## config.mk

```make
export PLATFORM = sky130hd
export DESIGN_NAME = alarm_sequencer
export DESIGN_NICKNAME = d
export VERILOG_FILES = /design/src/rtl/alarm_sequencer.sv
export SDC_FILE = /design/constraint.sdc
export NUM_CORES = 1
export LEC_CHECK = 0
export BUFFER_PORTS_ARGS = -buffer_cell sky130_fd_sc_hd__buf_2
export CAP_MARGIN = 40
export CORE_UTILIZATION = 55
export CTS_CLUSTER_DIAMETER = 50
export DETAILED_ROUTE_END_ITERATION = 10
export GPL_TIMING_DRIVEN = 0
export PLACE_DENSITY = 0.82
export SLEW_MARGIN = 10
export SYNTH_ARGS = -nofsm -noshare
export SYNTH_HDL_FRONTEND = slang
export SYNTH_SLANG_ARGS = --single-unit
```

## constraint.sdc

```tcl
create_clock -name clock -period 5.6 [get_ports clock]
set_clock_uncertainty 0.2 [all_clocks]
set_input_delay 0.28 -clock clock [delete_from_list [all_inputs] [get_ports clock]]
set_output_delay 0.28 -clock clock [all_outputs]
set_load 0.005 [all_outputs]
```

## src/rtl/alarm_sequencer.sv

```systemverilog
// alarm_sequencer: main FSM of the anti-theft car alarm.
// Tracks ignition and doors, selects the time parameter shown on `interval`,
// counts the fetched `value` down on 1 Hz ticks, and drives siren and LED.
// Optional feature: define ALARM_SIREN_PULSE_EN to pulse the siren at 1 Hz in
// ALARM. Without it the siren is held high for the whole of ALARM.
module alarm_sequencer #(
  parameter int unsigned TIMER_WIDTH   = 5,
  parameter int unsigned PARAM_LATENCY = 2
) (
  input  logic                   clock,
  input  logic                   reset,
  input  logic                   ignition,
  input  logic                   driver_door,
  input  logic                   passenger_door,
  input  logic                   reprogram,
  input  logic                   one_hz_enable,
  input  logic [TIMER_WIDTH-1:0] value,
  output logic [1:0]             interval,
  output logic                   siren,
  output logic                   status_indicator,
  output logic [2:0]             state_out,
  output logic [TIMER_WIDTH-1:0] timer_count
);

  localparam int unsigned LCW = (PARAM_LATENCY > 1) ? $clog2(PARAM_LATENCY + 1) : 1;
  localparam logic [LCW-1:0] LOAD_START = LCW'(PARAM_LATENCY);
  localparam logic [LCW-1:0] LOAD_LAST  = LCW'(1);

  localparam logic [1:0] SEL_ARM_DELAY       = 2'b00;
  localparam logic [1:0] SEL_DRIVER_DELAY    = 2'b01;
  localparam logic [1:0] SEL_PASSENGER_DELAY = 2'b10;
  localparam logic [1:0] SEL_ALARM_ON        = 2'b11;

  typedef enum logic [2:0] {
    S_DISARMED     = 3'd0,
    S_ARM_WAIT     = 3'd1,
    S_ARMED        = 3'd2,
    S_TRIGGER_WAIT = 3'd3,
    S_ALARM        = 3'd4
  } state_t;

  state_t                 r_state;
  logic [1:0]             r_interval;
  logic                   r_siren;
  logic                   r_status;
  logic [TIMER_WIDTH-1:0] r_timer;
  logic [LCW-1:0]         r_load_cnt;
  logic                   r_loaded;

  state_t                 w_next_state;
  logic                   w_enter;
  logic                   w_abort;
  logic [1:0]             w_sel;
  logic                   w_any_door;
  logic                   w_expired;
  logic                   w_siren_next;
  logic                   w_status_next;

  assign w_any_door = driver_door | passenger_door;
  assign w_expired  = r_loaded & (r_timer == '0);

  // State register
  always_ff @(posedge clock) begin
    if (reset) begin
      r_state <= S_DISARMED;
    end else begin
      r_state <= w_next_state;
    end
  end

  // Next-state decode; w_enter flags any timed entry, including re-entry
  always_comb begin
    w_next_state = r_state;
    w_enter      = 1'b0;
    w_abort      = 1'b0;
    w_sel        = r_interval;
    if (ignition || reprogram) begin
      w_next_state = S_DISARMED;
      w_abort      = 1'b1;
    end else begin
      case (r_state)
        S_DISARMED: begin
          if (!w_any_door) begin
            w_next_state = S_ARM_WAIT;
            w_enter      = 1'b1;
            w_sel        = SEL_ARM_DELAY;
          end
        end
        S_ARM_WAIT: begin
          if (w_any_door) begin
            w_next_state = S_ARM_WAIT;
            w_enter      = 1'b1;
            w_sel        = SEL_ARM_DELAY;
          end else if (w_expired) begin
            w_next_state = S_ARMED;
          end
        end
        S_ARMED: begin
          if (driver_door) begin
            w_next_state = S_TRIGGER_WAIT;
            w_enter      = 1'b1;
            w_sel        = SEL_DRIVER_DELAY;
          end else if (passenger_door) begin
            w_next_state = S_TRIGGER_WAIT;
            w_enter      = 1'b1;
            w_sel        = SEL_PASSENGER_DELAY;
          end
        end
        S_TRIGGER_WAIT: begin
          if (w_expired) begin
            w_next_state = S_ALARM;
            w_enter      = 1'b1;
            w_sel        = SEL_ALARM_ON;
          end
        end
        S_ALARM: begin
          if (w_expired) begin
            if (w_any_door) begin
              w_next_state = S_ALARM;
              w_enter      = 1'b1;
              w_sel        = SEL_ALARM_ON;
            end else begin
              w_next_state = S_ARMED;
            end
          end
        end
        default: begin
          w_next_state = S_DISARMED;
        end
      endcase
    end
  end

  // Siren and LED next values, decoded from the state being entered
  always_comb begin
    w_siren_next  = 1'b0;
    w_status_next = 1'b0;
    case (w_next_state)
      S_ARMED: begin
        if (r_state != S_ARMED) begin
          w_status_next = 1'b0;
        end else begin
          w_status_next = one_hz_enable ? ~r_status : r_status;
        end
      end
      S_TRIGGER_WAIT: begin
        w_status_next = 1'b1;
      end
      S_ALARM: begin
        w_status_next = 1'b1;
`ifdef ALARM_SIREN_PULSE_EN
        if (w_enter) begin
          w_siren_next = 1'b1;
        end else begin
          w_siren_next = one_hz_enable ? ~r_siren : r_siren;
        end
`else
        w_siren_next = 1'b1;
`endif
      end
      default: begin
        w_siren_next  = 1'b0;
        w_status_next = 1'b0;
      end
    endcase
  end

  // Registered outputs: parameter select, siren and status LED
  always_ff @(posedge clock) begin
    if (reset) begin
      r_interval <= SEL_ARM_DELAY;
      r_siren    <= 1'b0;
      r_status   <= 1'b0;
    end else begin
      r_interval <= w_sel;
      r_siren    <= w_siren_next;
      r_status   <= w_status_next;
    end
  end

  // Countdown timer: wait out the parameter fetch, load, then count ticks
  always_ff @(posedge clock) begin
    if (reset) begin
      r_timer    <= '0;
      r_load_cnt <= '0;
      r_loaded   <= 1'b0;
    end else if (w_abort) begin
      r_timer    <= '0;
      r_load_cnt <= '0;
      r_loaded   <= 1'b0;
    end else if (w_enter) begin
      r_load_cnt <= LOAD_START;
      r_loaded   <= 1'b0;
    end else if (r_load_cnt != '0) begin
      r_load_cnt <= r_load_cnt - LOAD_LAST;
      if (r_load_cnt == LOAD_LAST) begin
        r_timer  <= value;
        r_loaded <= 1'b1;
      end
    end else if (r_loaded && one_hz_enable && (r_timer != '0)) begin
      r_timer <= r_timer - 1'b1;
    end
  end

  assign interval         = r_interval;
  assign siren            = r_siren;
  assign status_indicator = r_status;
  assign state_out        = r_state;
  assign timer_count      = r_timer;

endmodule

```

==> metrics.md, run 1 <==
| Metric | Value |
|---|---|
| Status | completed |
| Worst-Margin Slew | 0.501 ns |
| Die Ht | 43.9 um |
| Post-CTS Resized | 0 |
| Vias in the first global route | 825 |
| Filler cells | around 150 |
| Initial antenna violation count | 0 |
| Area growth, synth to finish | 17.7% |
| FF-to-FF path depth | 8 |
| Row cnt | 14 |
| Clk_lat worst skew | 0.29 ns |
| Multi-input logic area | 608 um^2 |
| Seq/Total Area, Yosys | 0.310 |
| Total Routing Usage GR | 0.257 |
| FF/Latch Area | 300 um^2 |
| Pwr Total | between 150 and 200 uW |
| Static Leak | 0.000524 uW |
| Maxcap violations | 0 |
| Diode count | 0 |
| Synth cell count leaders | dfxtp_1 (15), nor2_1 (14), a21oi_1 (7), nor3_1 (7), inv_1 (6) |
| Layout cells sized above 1 | 0.284 |
| GP Congestion | 0.803 |
| I/O Pins | 24 |
| Wirelength, routed | 2220 um |
| Pwr/cell area | 170 nW/um^2 |
| Synth warn | 0 |
| Part of the cycle the worst path needs | 0.414 |
| Max FO, Critical Path | 6 |
| Number of clock sinks | 15 |
| Final Hold Viols | 0 |
| CTS H-Tree Depth | 1 |
| GRT Residual Overflow | 0 |
| Vias per inst | 6.26 |
| Syn Std Cell Area | slightly below 1000 um^2 |
| Peak VDD IR | roughly 120 uV |
| Tmin final | ~2.3 ns |
| DRC Markers | 0 |
| Die area | a little under 2000 um^2 |
| Largest cells by area after synthesis | dfxtp_1 (31%), nor2_1 (5.4%), a21oi_1 (3.6%), nor3_1 (3.6%), nor4_1 (3.2%) |
| Startpoint types | register |
| Synth Net Count | 127 |
| DR pass1 iterations | 6 |
| Hpwl dp | 1630 um |
| Hold path depth | 3 |
| Avg Cell Area, Syn | 8.56 um^2 |
| Setup crit end kind | register |
| Crit path arrival time | 2.29 ns |
| CTS Hold Bufs | 1 |
| Worst min-delay path category | in -> reg |
| Flops & latches, synth | 15 |
| Slew Limit Fails | 0 |
| Vias | 983 |
| Post-CTS setup buffer count | 0 |
| Max Root-Sink Buffers | 2 |
| Dominant cell type by area after synthesis | dfxtp_1 |
| Nets | 156 |
| Setup violations, final | 0 |
| CTS buffer count | 3 |
| RSZ-0062 raised after global routing | no |
| Worst Setup Slack post-DPL | approximately 3.3 ns |
| Initial Util | 0.613 |
| Final WS setup | between 3 and 4 ns |
| Number of port buffers | 23 |
| Reg clk slew, reported paths | 0.09 ns |
| Antenna Nets Post-Route | 0 |
| Final std cells w/o fill | 157 |
| Synth cell types | 45 |
| Die X | between 40 and 50 um |
| Setup TNS | 0 ns |
| Most frequent cell after synthesis | dfxtp_1 |
| Final Core Density | 0.722 |
| Avg WL per Cell | 14.2 um |
| WP data required | 5.57 ns |
| Largest net degree at the start of global routing | 11 |
| Post-synthesis async set-or-reset flop share | 0 |
| Maximum clock rate | 432 MHz |
| Number of synthesized flops with an enable pin | 0 |
| Core Area | 1580 um^2 |
| Top FF cell, synth | dfxtp_1 |
| Critical setup path kind | reg -> reg |
| Cells after DPL | roughly 150 |
| DRT iter0 DRCs | 43 |
| CTS tree | done |
| Top-area cell type share of the netlist area | 0.310 |
| Rel. slew slack | 0.661 |
| Mapped Cells | 113 |
| First-pass GRT wire length | 3710 um |
| Clk root buf | clkbuf_4 |
-- metal layers --
layer  vias up  global-route usage  part of all wire
li1        489                   -                 -
met1       455               0.379              0.51
met2        34               0.382              0.43
met3         5              0.0375             0.042
met4         0              0.0909             0.015
met5         -                   0                 0
-- per-stage QoR --
stage / hold slack (ns) / instance area (um^2)
after global placement: 0.293 / 1100
after CTS: 0.0592 / 1140
after floorplan: 0.159 / 967
after global routing: 0.0794 / 1140
after detailed placement: 0.295 / 1100
final: 0.0551 / 1140
-- power by group --
group,switching [uW],internal [uW]
combinational,11.7,8.53
sequential,0.395,107
clock,37.8,27.7
-- placed cells by master, fill, tap and decap left out, types with 2 or more instances in the layout --
master,instances
a21oi_1,7
a31oi_1,3
and2_1,2
buf_2,25
clkbuf_1,3
clkbuf_4,3
dfxtp_1,15
ha_1,2
inv_1,6
mux2i_1,3
nand2_1,3
nand3_1,2
nand4_1,3
nor2_1,14
nor3_1,7
nor4_1,5
nor4b_1,3
o21ai_0,3
o21ai_1,2
o2bb2ai_1,2
or3_1,2
-- cell families (layout without fill, tap and decap cells) --
group                    Yosys count  in the layout  share of synthesized area
buffers and inverters             12             40                     0.0608
XOR/XNOR                           2              2                     0.0181
adder cells (fa/ha/maj)            2              2                     0.0259
AO/OA/AOI/OAI                     27             27                      0.190
AND/OR/NAND/NOR                   51             51                      0.352
multiplexers                       4              4                     0.0427
flip-flops                        15             15                      0.310
-- registers in the layout (all words and copies together) (netlist names) --
register and flops:
timer_count 5, state_out 3, r_loaded 1, siren 1, status_indicator 1, r_load_cnt 2
interval 2
-- worst max-delay path, stage by stage (launching register included) --
cell,delay [ns]
dfxtp_1,0.41
inv_1,0.10
ha_1,0.21
or4b_4,0.23
nor2_4,0.05
nor4_4,0.35
nand2_1,0.22
o311ai_1,0.33
o21ai_1,0.10
-- final cells by class --
| class | instances | area share |
|---|---|---|
| buffer | 6 | 0.0319 |
| timing repair buffer | 24 | 0.110 |
| multi-input combinational | 86 | 0.534 |
| tap | 16 | 0.0176 |
| inverter | 6 | 0.0198 |
| clock buffer | 4 | 0.0231 |
| sequential | 15 | 0.264 |
-- final timing paths --
kind                                  to  slack (ns)                        start
max          timer_count[4]$_SDFFE_PP0P_        3.28  timer_count[0]$_SDFFE_PP0P_
min          timer_count[4]$_SDFFE_PP0P_        0.06                     value[4]
max reg2reg  timer_count[4]$_SDFFE_PP0P_        3.28  timer_count[0]$_SDFFE_PP0P_
min reg2reg     interval[0]$_SDFFE_PP0P_        0.32     interval[0]$_SDFFE_PP0P_
(Power assumes the default switching activity.)
==> run 2: changes to the inputs <==
Settings changed: CORE_UTILIZATION 55 to 51, PLACE_DENSITY 0.82 to 0.77.
Clock period 5.6 ns to 2.37 ns, I/O delays scaled along.
==> metrics.md, run 2 (same netlist as run 1, synthesis figures left out) <==
| Metric | Value |
|---|---|
| Avg WL per Cell | 14.0 um (-1.0%) |
| DR pass1 iterations | 4 (-2) |
| I/O Pins | 24 (unchanged) |
| Setup violations, final | 0 (unchanged) |
| FF-to-FF End | timer_count[2]$_SDFFE_PP0P_ |
| Rel. slew slack | 0.666 (+0.00511) |
| Vias in the first global route | 901 (+9.2%) |
| Vias | 998 (+1.5%) |
| Startpoint types | register |
| Final Hold Viols | 0 (unchanged) |
| Final WS setup | 0.154 ns (-3.13 ns) |
| Initial antenna violation count | 0 (unchanged) |
| Maximum clock rate | 451 MHz (+4.5%) |
| Area growth, synth to finish | 24.6% |
| Reg2Reg Setup Slack | 0.15 ns (-3.13 ns) |
| DRT iter0 DRCs | 47 (+9.3%) |
| Die X | 45.5 um (+3.7%) |
| CP bufs+invs | 1 (unchanged) |
| CTS H-Tree Depth | 1 (unchanged) |
| RSZ-0062 raised after global routing | no |
| CTS tree | done |
| Crit. Startpoint | timer_count[0]$_SDFFE_PP0P_ |
| Critical setup path kind | reg -> reg |
| Post-place instance area | 1110 um^2 (+1.0%) |
| DRC Markers | 0 (unchanged) |
| Wirelength, routed | 2400 um (+7.8%) |
| Crit path arrival time | 2.18 ns (-0.11 ns) |
| Die area | 2070 um^2 (+7.5%) |
| Static Leak | 0.000548 uW (+4.5%) |
| Initial Util | 0.554 (-0.0594) |
| Setup crit end kind | register |
| Hpwl dp | 1680 um (+3.3%) |
| Crit path depth | 7 (-1) |
| Status | completed |
| Max FO, Critical Path | 5 (-1) |
| Peak VDD IR | 367 uV (+210%) |
| Die Ht | 45.5 um (+3.7%) |
| Number of clock sinks | 15 (unchanged) |
| Largest net degree at the start of global routing | 11 (unchanged) |
| Commonest non-fill, non-tap cell in the layout | buf_2 |
| Pwr Total | 466 uW (+140%) |
| Max Root-Sink Buffers | 2 (unchanged) |
| Worst min-delay path category | in -> reg |
| WP data required | 2.33 ns (-3.24 ns) |
| Clk root buf | clkbuf_4 |
| Worst-Margin Slew | 0.493 ns (-0.00756 ns) |
| Slew Limit Fails | 0 (unchanged) |
| Min Hold Slack | 0.0486 ns (-0.00651 ns) |
| GP Congestion | 0.807 (+0.52%) |
| Final instance area | 1200 um^2 (+5.8%) |
| CP peak stage delay | 0.50 ns (+0.09 ns) |
| Tmin final | 2.22 ns (-0.0997 ns) |
| CP top delay family | simple AND/OR/NAND/NOR gates |
| Number of port buffers | 23 (unchanged) |
| Worst Setup Slack post-DPL | 0.0844 ns (-3.23 ns) |
| CTS buffer count | 3 (unchanged) |
| Antenna Nets Post-Route | 0 (unchanged) |
| FF-to-FF Start | timer_count[0]$_SDFFE_PP0P_ |
| Vias per inst | 5.84 (-6.8%) |
| Layout cells sized above 1 | 0.295 (+0.0108) |
| Critical path's slowest cell | or4b_4 |
| Row cnt | 15 (+1) |
| Part of the cycle the worst path needs | 0.935 (+0.522) |
| Most frequent cells in the layout | buf_2 (25), nor2_1 (14), dfxtp_1 (14) |
| Reg clk slew, reported paths | 0.10 ns (about the same) |
| Pwr/cell area | 387 nW/um^2 (+130%) |
| Crit path capture | timer_count[2]$_SDFFE_PP0P_ |
| Total Routing Usage GR | 0.252 (-0.00544) |
| Max reg flops | 5 (unchanged) |
| First-pass GRT wire length | 3820 um (+3.0%) |
| Clk_lat worst skew | 0.29 ns (about the same) |
| Diode count | 0 (unchanged) |
| GRT Residual Overflow | 0 (unchanged) |
| Worst-path cell chain | inv_1 > ha_1 > or4b_4 > nand4_1 > mux2_2 > o21ai_0 > a21oi_1 |
| Setup TNS | 0 ns (unchanged) |
| Nets | 161 (+3.2%) |
| Core Area | 1750 um^2 (+11%) |
| Maxcap violations | 0 (unchanged) |
| FF-to-FF path depth | 7 (-1) |
==> run 2: changes by cell type in the layout (fill, tap and decap cells not counted) <==
cell           previous run  this run
dfxtp_2                   0         1
dlygate4sd3_1             1         6
clkbuf_1                  3         2
clkinv_2                  0         1
nand2_2                   0         1
nand2_1                   3         2
dfxtp_1                  15        14
==> run 2: per-layer routing <==
metal | up-vias | track usage | part of all wire
met2 | 32 | 0.423 | 0.48
li1 | 489 | - | -
met1 | 473 | 0.329 | 0.47
met5 | - | 0 | 0
met4 | 0 | 0.0788 | 0.013
met3 | 4 | 0.0357 | 0.044
==> run 2: final cells by class <==
class / instances / area (um^2)
Inverter: 6 / 22.5
Fill cell: 154 / 541
Multi-Input combinational cell: 86 / 611
Clock buffer: 3 / 22.5
Tap cell: 25 / 31.3
Buffer: 6 / 36.3
Timing Repair Buffer: 29 / 175
Clock inverter: 1 / 5.00
Sequential cell: 15 / 302
==> run 2: through the flow <==
step            util  cells
2_1_floorplan      -    113
3_3_place_gp   0.638    161
3_5_place_dp   0.638    161
4_1_cts        0.688    171
5_1_grt        0.690    171
6_report       0.690    171
==> run 2: power by group <==
| part | internal (uW) | switching (uW) |
|---|---|---|
| sequential | 254 | 0.967 |
| combinational | 26.8 | 29.1 |
| clock | 62.8 | 93.0 |
==> run 2: worst register-to-register path: cells and delay by family, from the launching register on <==
kind / cells / cell delay, ns
compound gates: 2 / 0.24
fa+ha+maj: 1 / 0.16
buf+inv: 1 / 0.11
flops: 1 / 0.36
mux: 1 / 0.35
simple gates: 2 / 0.68
==> run 2: worst min-delay path by stage <==
stage / cells past startpoint / from / endpoint / slack [ns]
floorplan: 1 / reset / interval[0]$_SDFFE_PP0P_ / -0.002
global placement: 2 / reset / interval[1]$_SDFFE_PP0P_ / 0.13
detailed placement: 2 / reset / interval[1]$_SDFFE_PP0P_ / 0.14
CTS: 4 / value[1] / timer_count[1]$_SDFFE_PP0P_ / 0.06
global route: 4 / value[1] / timer_count[1]$_SDFFE_PP0P_ / 0.08
finish: 4 / value[1] / timer_count[1]$_SDFFE_PP0P_ / 0.05
==> run 2: timing repair <==
action | in CTS | in global routing
setup endpoints to repair | 0 | 1
endpoints found under the hold margin | 5 | 0
setup buffers | 0 | 0
resized for setup | 0 | 2
hold buffers | 6 | 0
